==> src/rtl/uart_pkg.sv <==
// Shared UART definitions: line-state encoding, default timing and parity-type constants.
// The BREAK state exists only when UART_TX_BREAK_EN is defined.
package uart_pkg;

  localparam int unsigned SAMPLES_PER_BIT = 16;
  localparam int unsigned MAX_FRAME_BITS  = 9;

  localparam logic PARITY_EVEN = 1'b0;
  localparam logic PARITY_ODD  = 1'b1;

  typedef enum logic [2:0] {
    ST_IDLE   = 3'd0,
    ST_START  = 3'd1,
    ST_DATA   = 3'd2,
    ST_PARITY = 3'd3,
`ifdef UART_TX_BREAK_EN
    ST_STOP   = 3'd4,
    ST_BREAK  = 3'd5
`else
    ST_STOP   = 3'd4
`endif
  } uart_state_e;

endpackage

==> src/rtl/uart_tx_serializer_if.sv <==
// Word/config handshake between a frame source and the UART transmitter.
interface uart_tx_serializer_if
  import uart_pkg::*;
#(
  parameter int unsigned DATA_W = MAX_FRAME_BITS
);
  logic [DATA_W-1:0] tx_data;
  logic              tx_valid;
  logic              tx_ready;
  logic              parity;
  logic              parity_type;
  logic              stop_bits;
  logic [3:0]        frame_length;

  modport master (
    output tx_data, tx_valid, parity, parity_type, stop_bits, frame_length,
    input  tx_ready
  );

  modport slave (
    input  tx_data, tx_valid, parity, parity_type, stop_bits, frame_length,
    output tx_ready
  );
endinterface

==> src/rtl/uart_bit_timer.sv <==
// Per-bit sample counter: bit_end marks the last oversample clock of a bit; clear holds it at zero.
module uart_bit_timer
  import uart_pkg::*;
#(
  parameter int unsigned OVERSAMPLE = SAMPLES_PER_BIT
) (
  input  logic clk,
  input  logic rst,
  input  logic clear,
  output logic bit_end
);
  localparam int unsigned CNT_W = $clog2(OVERSAMPLE);
  localparam logic [CNT_W-1:0] LAST = CNT_W'(OVERSAMPLE - 1);

  logic [CNT_W-1:0] sample_cnt;

  assign bit_end = (sample_cnt == LAST);

  always_ff @(posedge clk) begin
    if (rst || clear || bit_end) sample_cnt <= '0;
    else                         sample_cnt <= sample_cnt + CNT_W'(1);
  end
endmodule

==> src/rtl/uart_tx_serializer.sv <==
// UART transmitter: start bit, LSB-first data, optional parity, 1 or 2 stop bits, OVERSAMPLE clocks per bit.
// Define UART_TX_BREAK_EN to add the tx_break input and the BREAK line state.
module uart_tx_serializer
  import uart_pkg::*;
#(
  parameter int unsigned OVERSAMPLE = SAMPLES_PER_BIT,
  parameter int unsigned DATA_W     = MAX_FRAME_BITS
) (
  input  logic                 clk_16bd,
  input  logic                 rst,
  uart_tx_serializer_if.slave  bus,
`ifdef UART_TX_BREAK_EN
  input  logic                 tx_break,
`endif
  output logic                 Tx,
  output logic                 tx_done
);
  localparam int unsigned IDX_W = 5;
  localparam logic [3:0] MAX_LEN = 4'(DATA_W);
`ifdef UART_TX_BREAK_EN
  localparam logic [IDX_W-1:0] BRK_LAST = IDX_W'(2 + DATA_W);
`endif

  uart_state_e       state, state_n;
  logic [DATA_W-1:0] data_q, data_sh;
  logic [3:0]        len_q, len_c;
  logic              par_en_q, par_q, par_c, stop2_q;
  logic              stop_cnt, stop_cnt_n;
  logic [IDX_W-1:0]  bit_idx, bit_idx_n, last_idx;
  logic              ready_q, accept, bit_end, timer_clear, tx_n, done_n;
`ifdef UART_TX_BREAK_EN
  logic              brk_hi, brk_hi_n;
`endif

  assign timer_clear  = (state == ST_IDLE);
  assign bus.tx_ready = ready_q;
  assign last_idx     = IDX_W'(len_q) - IDX_W'(1);
  assign data_sh      = data_q >> bit_idx_n;

`ifdef UART_TX_BREAK_EN
  assign accept = ready_q && bus.tx_valid && !tx_break;
`else
  assign accept = ready_q && bus.tx_valid;
`endif

  uart_bit_timer #(.OVERSAMPLE(OVERSAMPLE)) u_bit_timer (
    .clk     (clk_16bd),
    .rst     (rst),
    .clear   (timer_clear),
    .bit_end (bit_end)
  );

  // Parity is resolved at accept time over only the first len_c data bits.
  always_comb begin
    len_c = bus.frame_length;
    if (bus.frame_length == 4'd0)       len_c = 4'd1;
    else if (bus.frame_length > MAX_LEN) len_c = MAX_LEN;
    par_c = (bus.parity_type == PARITY_ODD);
    for (int unsigned i = 0; i < DATA_W; i++) begin
      if (i < 32'(len_c)) par_c = par_c ^ bus.tx_data[i];
    end
  end

  always_comb begin
    state_n    = state;
    bit_idx_n  = bit_idx;
    stop_cnt_n = stop_cnt;
    done_n     = 1'b0;
`ifdef UART_TX_BREAK_EN
    brk_hi_n   = brk_hi;
`endif
    case (state)
      ST_IDLE: begin
`ifdef UART_TX_BREAK_EN
        if (tx_break) begin
          state_n   = ST_BREAK;
          bit_idx_n = '0;
          brk_hi_n  = 1'b0;
        end else
`endif
        if (accept) state_n = ST_START;
      end
      ST_START: if (bit_end) begin
        state_n   = ST_DATA;
        bit_idx_n = '0;
      end
      ST_DATA: if (bit_end) begin
        if (bit_idx == last_idx) begin
          state_n    = par_en_q ? ST_PARITY : ST_STOP;
          stop_cnt_n = 1'b0;
        end else begin
          bit_idx_n = bit_idx + IDX_W'(1);
        end
      end
      ST_PARITY: if (bit_end) begin
        state_n    = ST_STOP;
        stop_cnt_n = 1'b0;
      end
      ST_STOP: if (bit_end) begin
        if (stop2_q && !stop_cnt) begin
          stop_cnt_n = 1'b1;
        end else begin
          state_n    = ST_IDLE;
          stop_cnt_n = 1'b0;
          done_n     = 1'b1;
        end
      end
`ifdef UART_TX_BREAK_EN
      // Low phase spans whole bit times until both the minimum length and tx_break release are met.
      ST_BREAK: if (bit_end) begin
        if (brk_hi)                                   state_n   = ST_IDLE;
        else if (bit_idx >= BRK_LAST && !tx_break)    brk_hi_n  = 1'b1;
        else if (bit_idx < BRK_LAST)                  bit_idx_n = bit_idx + IDX_W'(1);
      end
`endif
      default: state_n = ST_IDLE;
    endcase

    // Tx is registered from the next state so the line changes on the same edge as the FSM.
    case (state_n)
      ST_START:  tx_n = 1'b0;
      ST_DATA:   tx_n = data_sh[0];
      ST_PARITY: tx_n = par_q;
`ifdef UART_TX_BREAK_EN
      ST_BREAK:  tx_n = brk_hi_n;
`endif
      default:   tx_n = 1'b1;
    endcase
  end

  always_ff @(posedge clk_16bd) begin
    if (rst) begin
      state    <= ST_IDLE;
      bit_idx  <= '0;
      stop_cnt <= 1'b0;
      ready_q  <= 1'b0;
      Tx       <= 1'b1;
      tx_done  <= 1'b0;
      data_q   <= '0;
      len_q    <= '0;
      par_en_q <= 1'b0;
      par_q    <= 1'b0;
      stop2_q  <= 1'b0;
`ifdef UART_TX_BREAK_EN
      brk_hi   <= 1'b0;
`endif
    end else begin
      state    <= state_n;
      bit_idx  <= bit_idx_n;
      stop_cnt <= stop_cnt_n;
      ready_q  <= (state_n == ST_IDLE);
      Tx       <= tx_n;
      tx_done  <= done_n;
`ifdef UART_TX_BREAK_EN
      brk_hi   <= brk_hi_n;
`endif
      if (accept) begin
        data_q   <= bus.tx_data;
        len_q    <= len_c;
        par_en_q <= bus.parity;
        par_q    <= par_c;
        stop2_q  <= bus.stop_bits;
      end
    end
  end
endmodule

==> src/flat_wrapper.sv <==
// flat-port wrapper written by rule: the top's interface ports become plain ports
module uart_tx_serializer_flat import uart_pkg::*;
#(
  parameter int unsigned OVERSAMPLE = SAMPLES_PER_BIT,
  parameter int unsigned DATA_W     = MAX_FRAME_BITS
)
  (clk_16bd, rst, Tx, tx_done, bus_tx_data, bus_tx_valid, bus_parity, bus_parity_type, bus_stop_bits, bus_frame_length, bus_tx_ready);
  uart_tx_serializer_if #(.DATA_W(DATA_W)) bus_i ();
  input  logic clk_16bd;
  input  logic rst;
  output logic Tx;
  output logic tx_done;
  input wire logic [$bits(bus_i.tx_data)-1:0] bus_tx_data;
  input wire logic [$bits(bus_i.tx_valid)-1:0] bus_tx_valid;
  input wire logic [$bits(bus_i.parity)-1:0] bus_parity;
  input wire logic [$bits(bus_i.parity_type)-1:0] bus_parity_type;
  input wire logic [$bits(bus_i.stop_bits)-1:0] bus_stop_bits;
  input wire logic [$bits(bus_i.frame_length)-1:0] bus_frame_length;
  output wire logic [$bits(bus_i.tx_ready)-1:0] bus_tx_ready;
  assign bus_i.tx_data = bus_tx_data;
  assign bus_i.tx_valid = bus_tx_valid;
  assign bus_i.parity = bus_parity;
  assign bus_i.parity_type = bus_parity_type;
  assign bus_i.stop_bits = bus_stop_bits;
  assign bus_i.frame_length = bus_frame_length;
  assign bus_tx_ready = bus_i.tx_ready;
  uart_tx_serializer #(.OVERSAMPLE(OVERSAMPLE), .DATA_W(DATA_W)) u_core (.clk_16bd(clk_16bd), .rst(rst), .bus(bus_i), .Tx(Tx), .tx_done(tx_done));
endmodule
==> config.mk <==
export PLATFORM = sky130hd
export DESIGN_NAME = uart_tx_serializer_flat
export DESIGN_NICKNAME = d
export VERILOG_FILES = /design/src/rtl/uart_pkg.sv /design/src/rtl/uart_tx_serializer_if.sv /design/src/rtl/uart_bit_timer.sv /design/src/rtl/uart_tx_serializer.sv /design/src/flat_wrapper.sv
export SDC_FILE = /design/constraint.sdc
export NUM_CORES = 1
export LEC_CHECK = 0
export ABC_CLOCK_PERIOD_IN_PS = 2500
export BUFFER_PORTS_ARGS = -buffer_cell sky130_fd_sc_hd__buf_4
export CAP_MARGIN = 20
export CORE_ASPECT_RATIO = 0.8
export CORE_UTILIZATION = 35
export DETAILED_ROUTE_END_ITERATION = 12
export GPL_TIMING_DRIVEN = 1
export HOLD_SLACK_MARGIN = 0.02
export SYNTH_ARGS = -nofsm -noshare
export SYNTH_HDL_FRONTEND = slang
export SYNTH_SLANG_ARGS = --single-unit
==> constraint.sdc <==
create_clock -name clk_16bd -period 2.5 [get_ports clk_16bd]
set_input_delay 0.75 -clock clk_16bd [delete_from_list [all_inputs] [get_ports clk_16bd]]
set_output_delay 0.75 -clock clk_16bd [all_outputs]
set_load 0.02 [all_outputs]
==> impl_results.md, run 1 <==
* Status: finished, final reports clean
* Setup CP Type: reg2reg
* Crit path time final at 2.49 ns
* CTS Buffer Depth at 2
* Pwr Density at 483 nW/µm²
* Worst setup margin at 0.0126 ns
* Cell area after placement at 2130 µm²
* RSZ-0062 raised after global routing: yes
* Post-DP HPWL at 3.10 mm
* Worst slew margin at 0.638
* Hold Path Depth at 1
* Antenna diodes at 0
* Worst min path class: reg2reg
* Ys Warns at 0
* Worst EP required at 2.69 ns
* Worst VDD drop at 348 µV
* Final hold slack at 0.449 ns
* Ports at 22
* # DRC at 0
* Static Leak at 0.869 nW
* Synth Net Count at 259
* Final Hold Vio Count at 0
* Critical Path, Cell by Cell: inv_1 > ha_4 > xnor2_4 > a221oi_4 > o211a_4 > buf_4 > or4b_4 > o211ai_1 > buf_4 > o31ai_2 > o31ai_1
* Cells after Synth at 237
* Die Span X at 83.4 µm
* Layout cells sized above 1 at 0.236
* Num CTS Buffers at 5
* Initial antenna violation count at 0
* GRT Total Usage at 0.165
* Clock transition at path regs at 0.07 ns
* Worst r2r path cells at 11
* DR iter-0 viols at 66
* Clk_skew at 0.00397 ns
* Crit path top cell by count: buf_4
* Reg power frac at 0.481
* Reg2reg setup slack at 0.01 ns
* Remaining global-route overflow at 0
* Clk_lat worst skew at 0.28 ns
* Clock Tree Root: clkbuf_8
* Ys flop type: dfxtp_1
* Wirelength per Cell at 13.5 µm
* Avg Inst Size Synth at 7.83 µm²
* Post-synth EDFFs at 0
* Crit path launch type: flip-flop
* Vias after detailed routing at 1717
* Largest net degree at the start of global routing at 30
* Layout area overhead at 26.2%
* CTS tree: done
* Die height at 67.1 µm
* Worst R2R Start: u_core.len_q[1]
* Hold path endpoint: u_core.u_bit_timer.sample_cnt[0]
* Routed WL at 4.45 mm
* FP Rows at 23
* Vias per cell at 5.22
* Final worst-path cycle share at 0.995
* Setup TNS Final at 0 ns
* Fin. max-slew vios at 0
* Post-Layout Cell Count at 329
* Post-synthesis cell type count at 47
* Crit path DAT at 2.67 ns
* Slew at the pin with the worst max-slew slack at 0.542 ns
* Core ar. at 5060 µm²
* FF+latch count, synth at 32
* Total power at 1.13 mW
* Final Net Count at 288
* Delay of the slowest cell on the worst path at 0.54 ns
* RR Endpoint: u_core.Tx
* Net Sw Power at 0.289 mW
* First-pass GRT wire length at 7.36 mm
* Worst Hold Launch: u_core.u_bit_timer.sample_cnt[0]
* Final instance area at 2340 µm²
* Slowest CP cell: or4b_4
* Setup violators final at 0
* Fraction of registers with async set/reset at 0
* Post-route ant nets at 0
* Critical Path End Type: flip-flop
* Seq/Total Area, Yosys at 0.345
* Comb power frac at 0.161
* Sinks on Clock Net at 32
* Initial core utilization at 0.366
* Htree depth at 2
* Placer Congestion at 0.869
* Final Util at 0.462
* Placed cell count at 318
* F_max at 0.402 GHz
* Post-CTS Hold Buffers at 0
* Synthesized area at 1860 µm²
* Pre-CTS setup slack at -0.0236 ns
* Pre-Repair DR Iteration Count at 4
* Clock power frac at 0.358
* Cell Int Power at 0.843 mW
* Sw Ratio at 0.255
* Buffers on Ports at 21
* Critical path peak fanout at 5
* Max Cap Viol at 0
* DIE AREA at 5600 µm²
* # fillers at 509
* Vias in the first global route at 1593
==> timing repair <==
item | in CTS | in global routing
setup endpoints to repair | 1 | 1
pin swaps | 2 | 6
resized for setup | 5 | 13
buffers inserted | 0 | 3
==> power by group through the flow <==
stage                     Clock [mW]  Sequential (mW)  Combinational [mW]
after global routing           0.442            0.547               0.202
final                          0.405            0.544               0.182
after global placement             0            0.555               0.165
after floorplan                    0            0.552               0.107
after detailed placement           0            0.555               0.166
after CTS                      0.416            0.543               0.172
==> Yosys cell counts (all sizes together), types with 3 or more instances <==
cell     n  area share
and2     5       0.017
a221oi   3       0.018
o21ai    7       0.019
ha       3       0.020
nand3    9       0.024
a211oi   3       0.012
nand4    3       0.010
clkbuf  12       0.024
buf      3       0.011
a21oi   23       0.062
inv      4      0.0081
nand2b   4       0.013
nor2    24       0.049
xnor2   11       0.052
nand2   32       0.065
and3     3       0.010
dfxtp   32        0.35
o31ai    5       0.020
mux2i    3       0.016
nor3    10       0.027
nand4b   3       0.014
o211a    3       0.020
xor2     4       0.019
==> cell usage in the layout (no fill, tap or decap), types with 6 or more instances in the layout <==
cell       n
buf_4     37
nand2_1   32
dfxtp_1   31
nor2_1    24
a21oi_1   23
xnor2_1   10
nand3_1    9
nor3_1     9
o21ai_0    7
clkbuf_8   6
==> area by class of cell <==
type | count | area [µm²] | area share
clock buffers | 8 | 90.1 | 0.0385
well taps | 62 | 77.6 | 0.0331
repair buffers | 37 | 278 | 0.119
multi-input cells | 186 | 1240 | 0.529
flip-flops and latches | 32 | 642 | 0.274
inverters | 4 | 15.0 | 0.00641
==> flip-flops by register name, summed over array words and instances, names as in the netlist <==
signal and flops:
u_core.par_q 1, u_core.stop_cnt 1, u_core.Tx 1, u_core.u_bit_timer.sample_cnt 4, u_core.par_en_q 1, u_core.stop2_q 1, u_core.bit_idx 5, u_core.tx_done 1
u_core.bus.tx_ready 1, u_core.len_q 4, u_core.data_q 9, u_core.state 3
==> worst max-delay path by stage <==
stage | cells past startpoint | from | endpoint | slack [ns]
after floorplan | 11 | u_core.len_q[1] | u_core.Tx | 0.01
after global placement | 10 | u_core.len_q[1] | u_core.Tx | 0.04
after detailed placement | 10 | u_core.len_q[1] | u_core.Tx | -0.02
after CTS | 10 | u_core.len_q[0] | u_core.Tx | 0.006
after global routing | 10 | u_core.len_q[0] | u_core.Tx | -0.07
final | 11 | u_core.len_q[1] | u_core.Tx | 0.01
==> worst max-delay path, delay by kind of cell, from the launching register on <==
| family | cells | cell delay, ns |
|---|---|---|
| adders and majority gates | 1 | 0.19 |
| xor gates and xnor gates | 1 | 0.15 |
| AOI/OAI and AO/OA | 5 | 0.80 |
| and+or+nand+nor | 1 | 0.54 |
| buffers and inverters | 3 | 0.39 |
| DFF | 1 | 0.33 |
==> per-layer routing <==
metal  vias to the layer above  track usage  part of all wire  wire, µm
met5                         -            0                 0         0
met4                         0       0.0582            0.0094        42
met3                         5       0.0310             0.051       227
met2                        45        0.250              0.43      1920
met1                       766        0.234              0.51      2260
li1                        901            -                 -         -
==> cell families (layout without fill, tap and decap cells) <==
group	after synthesis	after routing	synth area share
compound gates	59	59	0.220
xor+xnor	15	15	0.0708
fa+ha+maj	3	3	0.0202
buf+inv	19	49	0.0438
flops	32	32	0.345
mux	5	5	0.0283
simple gates	104	104	0.272
Note: power is estimated with default switching activity, not from simulation.
==> run 2, diff against run 1 <==
--- a/config.mk
+++ b/config.mk
@@ -5,7 +5,7 @@
 export SDC_FILE = /design/constraint.sdc
 export NUM_CORES = 1
 export LEC_CHECK = 0
-export ABC_CLOCK_PERIOD_IN_PS = 2500
+export ABC_CLOCK_PERIOD_IN_PS = 3100
 export BUFFER_PORTS_ARGS = -buffer_cell sky130_fd_sc_hd__buf_4
 export CAP_MARGIN = 20
 export CORE_ASPECT_RATIO = 0.8
==> constraint.sdc (replaced) <==
create_clock -name clk_16bd -period 3.1 [get_ports clk_16bd]
set_input_delay 0.93 -clock clk_16bd [delete_from_list [all_inputs] [get_ports clk_16bd]]
set_output_delay 0.93 -clock clk_16bd [all_outputs]
set_load 0.02 [all_outputs]
==> run 2 against run 1 <==
  * Total power fell by 21%
  * Sequential cell count is the same
  * First-iteration DRC count increased by 12%
  * Global-route usage is 0.79 points lower
  * Critical path depth fell by 1
  * Register-to-register slack better by 0.33 ns
  * Cell area is 9.3% lower
  * Fmax fell by 10%
  * Count of clock-buffer cells in the layout decreased by 2
  * Clock power decreased by 18%
  * Clock skew rose by 0.0028 ns
  * Die area unchanged
  * Critical path type unchanged
==> impl_results.md, run 2 (synthesized netlist as in run 1, its figures left out) <==
* Status: finished, final reports clean
* Worst VDD drop at 265 µV (-24%)
* Placed cell count at 306 (-3.8%)
* Remaining global-route overflow at 0 (unchanged)
* RSZ-0062 raised after global routing: no
* Placer Congestion at 0.845 (-2.8%)
* Sinks on Clock Net at 32 (unchanged)
* Critical Path, Cell by Cell: inv_1 > ha_1 > xnor2_1 > a221oi_2 > o211ai_1 > o21bai_1 > a311o_1 > nor3_1 > o31ai_1 > o31ai_1
* Max Cap Viol at 0 (unchanged)
* Vias per cell at 5.35 (+2.5%)
* DIE AREA at 5600 µm² (unchanged)
* Ports at 22 (unchanged)
* Routed WL at 4.03 mm (-9.5%)
* Htree depth at 2 (unchanged)
* CTS Buffer Depth at 2 (unchanged)
* Worst slew margin at 0.614 (-0.0243)
* DR iter-0 viols at 74 (+12%)
* Core ar. at 5060 µm² (unchanged)
* Post-route ant nets at 0 (unchanged)
* Slew at the pin with the worst max-slew slack at 0.576 ns (+0.0339 ns)
* CTS resizes at 0 (-5)
* Layout area overhead at 14.5%
* Wirelength per Cell at 12.8 µm (-5.2%)
* Pwr Density at 422 nW/µm² (-13%)
* Crit path time final at 2.76 ns (+0.275 ns)
* Static Leak at 0.764 nW (-12%)
* Biggest regs: u_core.data_q x9, u_core.bit_idx x5
* Critical Path End Type: flip-flop
* Delay of the slowest cell on the worst path at 0.49 ns (-0.05 ns)
* Antenna diodes at 0 (unchanged)
* Fin. max-slew vios at 0 (unchanged)
* Crit path launch type: flip-flop
* Die height at 67.1 µm (unchanged)
* FP Rows at 23 (unchanged)
* Clk_lat worst skew at 0.29 ns (about the same)
* Max FFs per register at 9 (unchanged)
* Initial antenna violation count at 0 (unchanged)
* Delay-heaviest family, CP: compound AO/OA/AOI/OAI gates
* Die Span X at 83.4 µm (unchanged)
* Setup bufs post-CTS at 0 (unchanged)
* Slowest CP cell: o211ai_1
* Vias in the first global route at 1593 (unchanged)
* Initial core utilization at 0.366 (unchanged)
* Pre-Repair DR Iteration Count at 5 (+1)
* Post-Layout Cell Count at 314 (-4.6%)
* # fillers at 540 (+6.1%)
* Buffers & Inverters on Critical Path at 1 (-2)
* Largest net degree at the start of global routing at 30 (unchanged)
* Buffers on Ports at 21 (unchanged)
* CTS tree: done
* Setup TNS Final at 0 ns (unchanged)
* Setup violators final at 0 (unchanged)
* Final Hold Vio Count at 0 (unchanged)
* Reg2reg setup slack at 0.34 ns (+0.33 ns)
* GRT Total Usage at 0.157 (-0.00794)
* Post-DP HPWL at 2.98 mm (-4.0%)
* Clock Tree Root: clkbuf_8
* Crit path DAT at 2.96 ns (+0.29 ns)
* Setup CP Type: reg2reg
* Final worst-path cycle share at 0.891 (-0.104)
* Clk_skew at 0.00679 ns (+0.00282 ns)
* Post-CTS Hold Buffers at 0 (unchanged)
* Worst min path class: reg2reg
* Final Net Count at 273 (-5.2%)
* Critical path peak fanout at 6 (+1)
* First-pass GRT wire length at 6.87 mm (-6.6%)
* Footprint of the multi-input gates at 1130 µm² (-8.6%)
* Crit path top cell by count: o31ai_1
* Num CTS Buffers at 5 (unchanged)
* Clock transition at path regs at 0.07 ns (about the same)
* # DRC at 0 (unchanged)
* Layout cells sized above 1 at 0.151 (-0.0852)
* Most frequent cells in the layout: nand2_1 (32), dfxtp_1 (32), nor2_1 (24)
* Top reg by flops: u_core.data_q
* F_max at 0.362 GHz (-10%)
* Total area of sequential cells at 641 µm² (-0.20%)
* Worst EP required at 3.30 ns (+0.61 ns)
* Vias after detailed routing at 1679 (-2.2%)
## run 2: path summary, 6_finish.rpt
path                                                       start                               end  depth (start not counted)
worst max-delay path                             u_core.len_q[0]                         u_core.Tx                         10
worst min-delay path            u_core.u_bit_timer.sample_cnt[0]  u_core.u_bit_timer.sample_cnt[0]                          1
worst max register to register                   u_core.len_q[0]                         u_core.Tx                         10
worst min register to register  u_core.u_bit_timer.sample_cnt[0]  u_core.u_bit_timer.sample_cnt[0]                          1
## run 2: layer usage
layer,track usage,vias up,routed length (µm)
li1,-,876,-
met1,0.202,767,2130
met2,0.253,26,1670
met3,0.0335,10,143
met4,0.0776,0,88
met5,0,-,0
## run 2: area by class of cell
class,count,area share
inverter,4,0.00707
clock inverter,2,0.00471
timing repair buffer,22,0.0777
multi-input combinational,186,0.534
sequential,32,0.302
tap,62,0.0365
clock buffer,6,0.0389
## run 2: worst reg2reg max path: stages, from the launching register on
cell,delay (ns)
dfxtp_1,0.36
inv_1,0.08
ha_1,0.25
xnor2_1,0.19
a221oi_2,0.09
o211ai_1,0.49
o21bai_1,0.18
a311o_1,0.40
nor3_1,0.28
o31ai_1,0.13
o31ai_1,0.23
## run 2: power breakdown
group          internal, mW  total [mW]  switching, mW
clock network         0.177       0.331          0.155
logic                0.0604       0.127         0.0667
registers             0.426       0.438         0.0117
total                 0.663       0.896          0.233
## run 2: stage by stage
step | util | instance area [µm²] | worst slack (ns) | power (mW) | hold WS [ns]
after floorplan | - | 1860 | 0.551 | 0.531 | 0.418
final | 0.419 | 2120 | 0.338 | 0.896 | 0.449
after global placement | 0.401 | 2030 | 0.458 | 0.575 | 0.431
after global routing | 0.419 | 2120 | 0.118 | 0.939 | 0.487
after CTS | 0.419 | 2120 | 0.309 | 0.904 | 0.446
after detailed placement | 0.401 | 2030 | 0.321 | 0.575 | 0.437
